<file path="config.mk">
export PLATFORM = sky130hd
export DESIGN_NAME = sys_array_ctrl
export DESIGN_NICKNAME = d
export VERILOG_FILES = /design/src/rtl/sys_array_ctrl.sv
export SDC_FILE = /design/constraint.sdc
export NUM_CORES = 1
export LEC_CHECK = 0
export BUFFER_PORTS_ARGS = -buffer_cell sky130_fd_sc_hd__buf_2
export CELL_PAD_IN_SITES_DETAIL_PLACEMENT = 0
export CELL_PAD_IN_SITES_GLOBAL_PLACEMENT = 1
export CORE_ASPECT_RATIO = 1.1
export CORE_MARGIN = 3
export CORE_UTILIZATION = 30
export DETAILED_ROUTE_END_ITERATION = 7
export PLACE_DENSITY = 0.56
export SLEW_MARGIN = 30
export SYNTH_ARGS = -nofsm -noshare
export SYNTH_HDL_FRONTEND = slang
export SYNTH_SLANG_ARGS = --single-unit
</file>
<file path="constraint.sdc">
create_clock -name clk -period 5.9 [get_ports clk]
set_input_delay 1.18 -clock clk [delete_from_list [all_inputs] [get_ports clk]]
set_output_delay 1.18 -clock clk [all_outputs]
set_load 0.005 [all_outputs]
</file>
<file path="src/rtl/sys_array_ctrl.sv">
// Control and address sequencer for a square systolic PE array: drives the shared
// enable/streamLength, feeder read addresses and the per-pass result write window.
module sys_array_ctrl #(
    parameter int SysDimension    = 16,
    parameter int InitialLantency = 45,
    parameter int DrainOffset     = 32,
    parameter int AddrWidth       = 12,
    parameter int CntWidth        = 20
) (
    input  logic                 clk,
    input  logic                 rst,
    input  logic                 start,
    input  logic                 abort,
    input  logic [8:0]           cfgStreamLength,
    input  logic [7:0]           cfgNumPasses,
    input  logic                 stall,
    output logic                 busy,
    output logic                 done,
    output logic                 cfgErr,
    output logic                 arrayEnable,
    output logic [8:0]           arrayStreamLength,
    output logic                 inRdEn,
    output logic [AddrWidth-1:0] inRdAddr,
    output logic                 resWrEn,
    output logic [AddrWidth-1:0] resWrAddr,
    output logic [7:0]           passIdx
);

    localparam logic [8:0]          MinLen   = 9'(SysDimension);
    // Fill latency minus the stream-length term, which is only known at CONFIG.
    localparam logic [CntWidth-1:0] FillBase =
        CntWidth'(2 * (SysDimension - 1) + InitialLantency + 1 + DrainOffset);
    localparam int                  WcWidth  = $clog2(SysDimension + 1);
    localparam logic [WcWidth-1:0]  WcLast   = WcWidth'(SysDimension - 1);

    typedef enum logic [1:0] {IDLE, CONFIG, RUN, DONE} state_t;

    state_t                state;
    logic                  cfg_cnt;
    logic [8:0]            len;
    logic [7:0]            passes;
    logic [CntWidth-1:0]   ecnt;
    logic [CntWidth-1:0]   total;
    logic [CntWidth-1:0]   win_start;
    logic [WcWidth-1:0]    wr_cnt;
    logic [7:0]            pass;
    logic [AddrWidth-1:0]  wr_addr;

    logic in_window;
    logic last_write;

    // Writes within a pass are consecutive enabled cycles, so only the window start is tracked.
    assign in_window  = (ecnt >= win_start);
    assign last_write = (wr_cnt == WcLast) && ((pass + 8'd1) == passes);

    // NOTE: every register here uses <= so all updates see the pre-edge values;
    // the later state <= DONE intentionally overrides the earlier state <= RUN.
    always_ff @(posedge clk) begin
        // NOTE: latched configuration is cleared on reset/abort too, so every
        // output (including arrayStreamLength) returns to zero.
        if (!rst || abort) begin
            state             <= IDLE;
            cfg_cnt           <= 1'b0;
            len               <= '0;
            passes            <= '0;
            ecnt              <= '0;
            total             <= '0;
            win_start         <= '0;
            wr_cnt            <= '0;
            pass              <= '0;
            wr_addr           <= '0;
            busy              <= 1'b0;
            done              <= 1'b0;
            cfgErr            <= 1'b0;
            arrayEnable       <= 1'b0;
            arrayStreamLength <= '0;
            inRdEn            <= 1'b0;
            inRdAddr          <= '0;
            resWrEn           <= 1'b0;
            resWrAddr         <= '0;
            passIdx           <= '0;
        end else begin
            done   <= 1'b0;
            cfgErr <= 1'b0;
            unique case (state)
                IDLE: begin
                    busy        <= 1'b0;
                    arrayEnable <= 1'b0;
                    inRdEn      <= 1'b0;
                    resWrEn     <= 1'b0;
                    if (start) begin
                        if (cfgStreamLength < MinLen || cfgNumPasses == 8'd0) begin
                            cfgErr <= 1'b1;
                        end else begin
                            len               <= cfgStreamLength;
                            passes            <= cfgNumPasses;
                            arrayStreamLength <= cfgStreamLength;
                            busy              <= 1'b1;
                            cfg_cnt           <= 1'b0;
                            ecnt              <= '0;
                            wr_cnt            <= '0;
                            pass              <= '0;
                            wr_addr           <= '0;
                            state             <= CONFIG;
                        end
                    end
                end
                CONFIG, RUN: begin
                    if (state == CONFIG && !cfg_cnt) begin
                        cfg_cnt   <= 1'b1;
                        win_start <= FillBase + CntWidth'(len);
                        total     <= CntWidth'(len) * CntWidth'(passes);
                    end else begin
                        // The CONFIG exit edge already issues the first enabled cycle.
                        state <= RUN;
                        if (stall) begin
                            arrayEnable <= 1'b0;
                            inRdEn      <= 1'b0;
                            resWrEn     <= 1'b0;
                        end else begin
                            arrayEnable <= 1'b1;
                            inRdEn      <= (ecnt < total);
                            inRdAddr    <= AddrWidth'(ecnt);
                            ecnt        <= ecnt + CntWidth'(1);
                            resWrEn     <= in_window;
                            if (in_window) begin
                                resWrAddr <= wr_addr;
                                passIdx   <= pass;
                                wr_addr   <= wr_addr + AddrWidth'(1);
                                if (wr_cnt == WcLast) begin
                                    wr_cnt    <= '0;
                                    pass      <= pass + 8'd1;
                                    win_start <= win_start + CntWidth'(len);
                                    if (last_write) begin
                                        state <= DONE;
                                    end
                                end else begin
                                    wr_cnt <= wr_cnt + WcWidth'(1);
                                end
                            end
                        end
                    end
                end
                DONE: begin
                    done        <= 1'b1;
                    busy        <= 1'b1;
                    arrayEnable <= 1'b0;
                    inRdEn      <= 1'b0;
                    resWrEn     <= 1'b0;
                    state       <= IDLE;
                end
                default: state <= IDLE;
            endcase
        end
    end

endmodule

</file>
==> results of run 1 <==
worst min-delay path: cells and delay by family (launching register included):
kind / cells / cell delay, ns
AO/OA/AOI/OAI: 1 / 0.05
flip-flops: 1 / 0.30
AND/OR/NAND/NOR: 1 / 0.05
routing by layer:
metal | wire (um) | global-route usage | part of all wire | vias up
met1 | 13000 | 0.212 | 0.51 | 3758
met5 | 0 | 0 | 0 | -
met4 | 252 | 0.0364 | 0.0098 | 0
li1 | - | - | - | 4088
met3 | 689 | 0.0288 | 0.027 | 12
met2 | 11800 | 0.243 | 0.46 | 98
metrics by stage:
step	hold WS [ns]	total power, uW	worst slack, ns	utilization
floorplan	0.432	1140	1.52	-
global placement	0.439	1190	1.27	0.327
detailed placement	0.445	1190	1.24	0.327
CTS	0.453	2390	1.21	0.347
global route	0.467	2450	0.922	0.347
finish	0.450	2340	1.29	0.347
worst max-delay path by stage:
stage                              to  slack (ns)
2_1_floorplan  total[15]$_SDFFE_PP0P_        1.52
3_3_place_gp   total[15]$_SDFFE_PP0P_        1.27
3_5_place_dp   total[15]$_SDFFE_PP0P_        1.24
4_1_cts        total[15]$_SDFFE_PP0P_        1.21
5_1_grt        total[13]$_SDFFE_PP0P_        0.92
6_report       total[15]$_SDFFE_PP0P_        1.29
cell type report:
type                       count  area, um2
fill                        3366      20700
multi-input combinational    869       6280
sequential                   140       2800
tap                          420        526
clock buffer                  20        447
timing repair buffer          77        415
inverter                      98        368
clock inverter                12        184
cells in the mapped netlist (3+ instances only):
master and number:
o41ai_1 3, a21oi_1 89, buf_2 7, a21o_1 4, o21a_1 9, clkbuf_1 46
inv_1 97, fa_1 43, o21ai_0 30, and4_1 8, o31ai_1 9, nor3_1 15
o211ai_1 9, nor2_1 91, buf_4 4, or3_1 16, mux2i_1 22, dfxtp_1 140
nand4_1 13, ha_1 90, xor2_1 35, and2_1 64, nand2b_1 8, or2_2 7
xnor2_1 11, a211oi_1 21, a31oi_1 10, nand2_1 137, and3_1 11, or4_1 16
buf_1 7, nor2b_1 6, buf_6 5, nand3_1 53
state kept, by name (all words and copies together), names as in the netlist, 2 cells and up:
name	cells
wr_cnt	5
state	2
win_start	20
passes	8
ecnt	20
passIdx	8
total	17
inRdAddr	12
pass	8
wr_addr	12
len	9
resWrAddr	12
placed cells by master, fill, tap and decap left out, types with 21 or more instances in the layout:
cell type	Yosys	layout
dfxtp_1	140	140
nand2_1	137	136
inv_1	97	97
ha_1	90	90
nor2_1	91	89
a21oi_1	89	89
buf_2	7	68
and2_1	64	64
nand3_1	53	53
fa_1	43	43
xor2_1	35	35
o21ai_0	30	30
mux2i_1	22	22
a211oi_1	21	21
cell families after synthesis:
group                      after synthesis  synth area share
and+or+nand+nor                        453             0.229
muxes                                   23            0.0237
AOI/OAI and AO/OA                      214             0.144
xor gates and xnor gates                46            0.0413
buffers and inverters                  167            0.0705
adders and majority gates              133             0.204
DFF                                    140             0.287
power groups by stage:
stage	sequential (uW)	combinational (uW)	clock [uW]
floorplan	981	155	0
global placement	993	200	0
detailed placement	993	200	0
CTS	972	200	1210
global route	974	220	1250
finish	972	197	1180
==> flow_summary.toml, run 1 <==
[clock_network]
clockRootBuffer = "clkbuf_16"
cts_setup_buffers = 0
cts_resized = 0
cts_tree = "yes"
cts_buffers = 17
clock_path_buffers = 2
clk_latency_ns = 0.43
post_cts_hold_buffer_count = 0
clock-sinks = 140
htreeDepth = 4
clk_pin_slew_ns = 0.06

[global_route]
gr-total-overflow = 0
grt_first_pass_wirelength_um = 42200
grt_pass1_vias = 7841
grt_max_degree = 63
grt_use_total = 0.152
antenna_found_initial = 0

[route]
antenna_left = 0
vias = 7956
drc = 0
first_iter_violations = 404
wire_per_inst_um = 15.8
drt-total-wl_um = 25800
drt-vias-per-instance = 4.86
drtPass1Iterations = 4

[synth]
synth_fp_nets = 1331
yosysWarnings = 0
ys_ff_latch = 140
synthTopCellsByArea = "dfxtp_1, ha_1, fa_1, nand2_1, a21oi_1"
synthCells = 1176
yosysUniqueCellTypes = 65
yosysSeqAreaShare = 0.287
synth_edf_count = 0
yosys.area.top_type = "dfxtp_1"
syn_area_mm2 = 0.00976
synth.avg_cell_area_um2 = 8.30
synth.top_cell.area_share = 0.287
synthArstFlopShare = 0
synth_flop_cell = "dfxtp_1"

[critical_path]
path_delay_family = "adder cells"
reg2reg_depth = 16
cp_slowest_cell = "fa_1"
crit_top_cell = "fa_1"
crit_buf_inv = 3
path_depth = 16
worst_ep_arrival_time_ns = 4.89
cpPeakStageDelay_ns = 0.55
worstSetupEndpointType = "register"
cp_max_fo = 12
critPathKind = "register to register"
cp-startpoint = "len[0]$_SDFFE_PP0P_"
cp.required_ns = 6.18
rr_startpoint = "len[0]$_SDFFE_PP0P_"
cp_cell_sequence = "nand2_1 > fa_1 > fa_1 > inv_1 > fa_1 > inv_1 > fa_1 > inv_1 > ha_1 > o21a_1 > o31a_1 > o311ai_0 > a31oi_1 > xor2_1 > nand2_1 > a21oi_1"
ff2ff_setup_slack_ns = 1.29
rr_endpoint = "total[15]$_SDFFE_PP0P_"
critPathLaunchType = "register"

[floorplanning]
die_w_um = 178
start_util = 0.307
fp.coreArea_mm2 = 0.0317
io_pins = 69
die-area_mm2 = 0.0347
die_h_um = 195
num_rows = 68

[timing]
min_period_ns = 4.61
slew_headroom = 0.440
finClkSkew_ns = 0.0124
setup_viol = 0
finalCritPeriodShare = 0.781
slew_viol_final = 0
hold_viol = 0
grt_setup_unrepaired = "no"
tightest_slew_ns = 0.839
fmax_ghz = 0.217
fin_tns_setup_ns = 0

[placement]
place.gp.congestion = 0.766
dp_cells = 1603
detailed_place_hpwl_um = 19600
dpl_cell_area_mm2 = 0.0104
port_buffers = 68

[power_and_ir_drop]
pwr-share-seq = 0.415
intPower_uw = 1740
clock_power_share = 0.501
power_switching_uw = 606
p_per_area_mw_per_mm2 = 213
swShare = 0.259
irDropWorstVdd_mv = 0.145
p_comb_frac = 0.084
leakage_uw = 0.00468

[final_layout]
design_area_mm2 = 0.0110
synthToLayoutAreaGrowth_pct = 13.0
drive_gt1_frac = 0.110
insertedDiodeCount = 0
fin_cells = 1636
nets = 1358

[worst_hold_path]
min_from = "resWrEn$_SDFFE_PP0N_"
worstHoldPathType = "register to register"
hold_depth = 2
min_to = "resWrEn$_SDFFE_PP0N_"

[flow_run]
cap_violations = 0

[status]
status = "finished, final reports clean"
No activity file was read; power rests on OpenSTA's default activity.
==> run 2: changes to the inputs <==
==> constraint.sdc (replaced) <==
create_clock -name clk -period 4.28 [get_ports clk]
set_input_delay 0.856 -clock clk [delete_from_list [all_inputs] [get_ports clk]]
set_output_delay 0.856 -clock clk [all_outputs]
set_load 0.005 [all_outputs]
==> run 2 against run 1 <==
  * Flip-flop and latch count stayed put
  * Clock skew is 0.00056 ns lower
  * Die area unchanged
  * Sequential power grew 37%
  * Power up 40%
  * Clock power grew 40%
  * Non-clock buffer count rose by 58
  * Register-to-register slack lost 1.1 ns
  * Fmax increased by 13%
  * Critical endpoint is now total[13]$_SDFFE_PP0P_
  * Largest cell class unchanged
  * Largest power group unchanged
  * Highest routed layer unchanged
==> flow_summary.toml, run 2 (same netlist as run 1, synthesis figures left out) <==
[status]
status = "finished, final reports clean"

[placement]
detailed_place_hpwl_um = 19900
port_buffers = 68
dpl_cell_area_mm2 = 0.0108
place.gp.congestion = 0.790

[global_route]
grt_max_degree = 72
gr-total-overflow = 0
grt_first_pass_wirelength_um = 42100
antenna_found_initial = 0
grt_pass1_vias = 7858
grt_use_total = 0.151

[route]
wire_per_inst_um = 15.2
drtPass1Iterations = 4
antenna_left = 0
drc = 0
vias = 8124
first_iter_violations = 317
drt-vias-per-instance = 4.80
drt-total-wl_um = 25800

[clock_network]
clock-sinks = 140
clock_path_buffers = 2
cts_tree = "yes"
htreeDepth = 4
clk_pin_slew_ns = 0.06
post_cts_hold_buffer_count = 0
clockRootBuffer = "clkbuf_16"
cts_buffers = 17
clk_latency_ns = 0.43

[critical_path]
critPathLaunchType = "register"
cp_slowest_cell = "fa_1"
crit_buf_inv = 3
path_delay_family = "adder cells"
cp.required_ns = 4.59
cpPeakStageDelay_ns = 0.58
worst_ep_arrival_time_ns = 4.41
critPathKind = "register to register"
worstSetupEndpointType = "register"
cp_max_fo = 5
cp_cell_sequence = "and2_1 > fa_1 > fa_1 > fa_1 > inv_1 > fa_1 > inv_1 > ha_1 > or2_4 > o22a_1 > o311ai_2 > buf_4 > nand2_1 > nor2_2 > xor2_1 > o21ai_1"
crit_top_cell = "fa_1"

[floorplanning]
io_pins = 69
num_rows = 68
fp.coreArea_mm2 = 0.0317
die_w_um = 178
die-area_mm2 = 0.0347
start_util = 0.307
die_h_um = 195

[timing]
finClkSkew_ns = 0.0118
finalCritPeriodShare = 0.956
setup_viol = 0
fmax_ghz = 0.244
tightest_slew_ns = 0.843
slew_headroom = 0.438
fin_tns_setup_ns = 0
hold_viol = 0
min_period_ns = 4.09
grt_setup_unrepaired = "yes"
slew_viol_final = 0
hold_ws_ns = 0.449

[power_and_ir_drop]
leakage_uw = 0.00499
p_per_area_mw_per_mm2 = 282
irDropWorstVdd_mv = 0.245
finalPower_uw = 3290

[final_layout]
utilization = 0.367
multi_input_area_mm2 = 0.00642
design_area_mm2 = 0.0117
insertedDiodeCount = 0
nets = 1416
mostFrequentLayoutCells = "nand2_1, dfxtp_1, inv_1"
layout_commonest_cell = "nand2_1"
drive_gt1_frac = 0.183
synthToLayoutAreaGrowth_pct = 19.5
reg_top3 = "ecnt (20), win_start (20), total (17)"
fill_cells = 3310
register_area_mm2 = 0.00284

[flow_run]
cap_violations = 0

[worst_hold_path]
worstHoldPathType = "register to register"
## run 2: cell types whose count changed in the layout (fill, tap and decap cells not counted), moves of 5 or more
| cell | previous run | this run |
|---|---|---|
| and2_1 | 64 | 58 |
| ha_1 | 90 | 85 |
| buf_4 | 8 | 66 |
| dfxtp_1 | 140 | 127 |
| dfxtp_4 | 0 | 10 |
| and2_4 | 0 | 6 |
## run 2: worst min-delay path, stage by stage, from the launching register on
cell	delay, ns
dfxtp_1	0.30
nand2_1	0.05
a21oi_1	0.05
## run 2: per-layer routing
metal | global-route usage | share of wire | vias to the layer above
li1 | - | - | 4187
met1 | 0.213 | 0.50 | 3847
met2 | 0.241 | 0.47 | 81
met3 | 0.0228 | 0.022 | 9
met4 | 0.0332 | 0.0079 | 0
met5 | 0 | 0 | -
## run 2: power breakdown
part | switching (uW) | internal (uW) | total [uW]
Sequential | 14.2 | 1310 | 1330
Clock | 601 | 1050 | 1650
Combinational | 208 | 108 | 317
## run 2: cell type report
class,instances,area share
Timing Repair Buffer,135,0.0734
Sequential cell,140,0.244
Multi-Input combinational cell,869,0.551
Clock buffer,20,0.0383
Inverter,98,0.0316
Clock inverter,11,0.0165
Tap cell,420,0.0451
## run 2: stage by stage
stage	worst slack [ns]	instances
2_1_floorplan	0.00304	1176
3_3_place_gp	-0.0213	1658
3_5_place_dp	-0.0724	1658
4_1_cts	0.00927	1689
5_1_grt	0.00668	1693
6_report	0.188	1693
## run 2: timing repair
action | in CTS | in global routing
endpoints found under the setup margin | 6 | 9
pin swaps | 0 | 37
setup buffers | 0 | 4
resized for setup | 9 | 49
## run 2: final timing paths
| check | from | endpoint | slack [ns] | depth (start not counted) |
|---|---|---|---|---|
| setup / recovery | len[4]$_SDFFE_PP0P_ | total[13]$_SDFFE_PP0P_ | 0.19 | 16 |
| hold / removal | resWrAddr[11]$_SDFFE_PP0P_ | resWrAddr[11]$_SDFFE_PP0P_ | 0.45 | 2 |
| setup reg to reg | len[4]$_SDFFE_PP0P_ | total[13]$_SDFFE_PP0P_ | 0.19 | 16 |
| hold reg to reg | resWrAddr[11]$_SDFFE_PP0P_ | resWrAddr[11]$_SDFFE_PP0P_ | 0.45 | 2 |
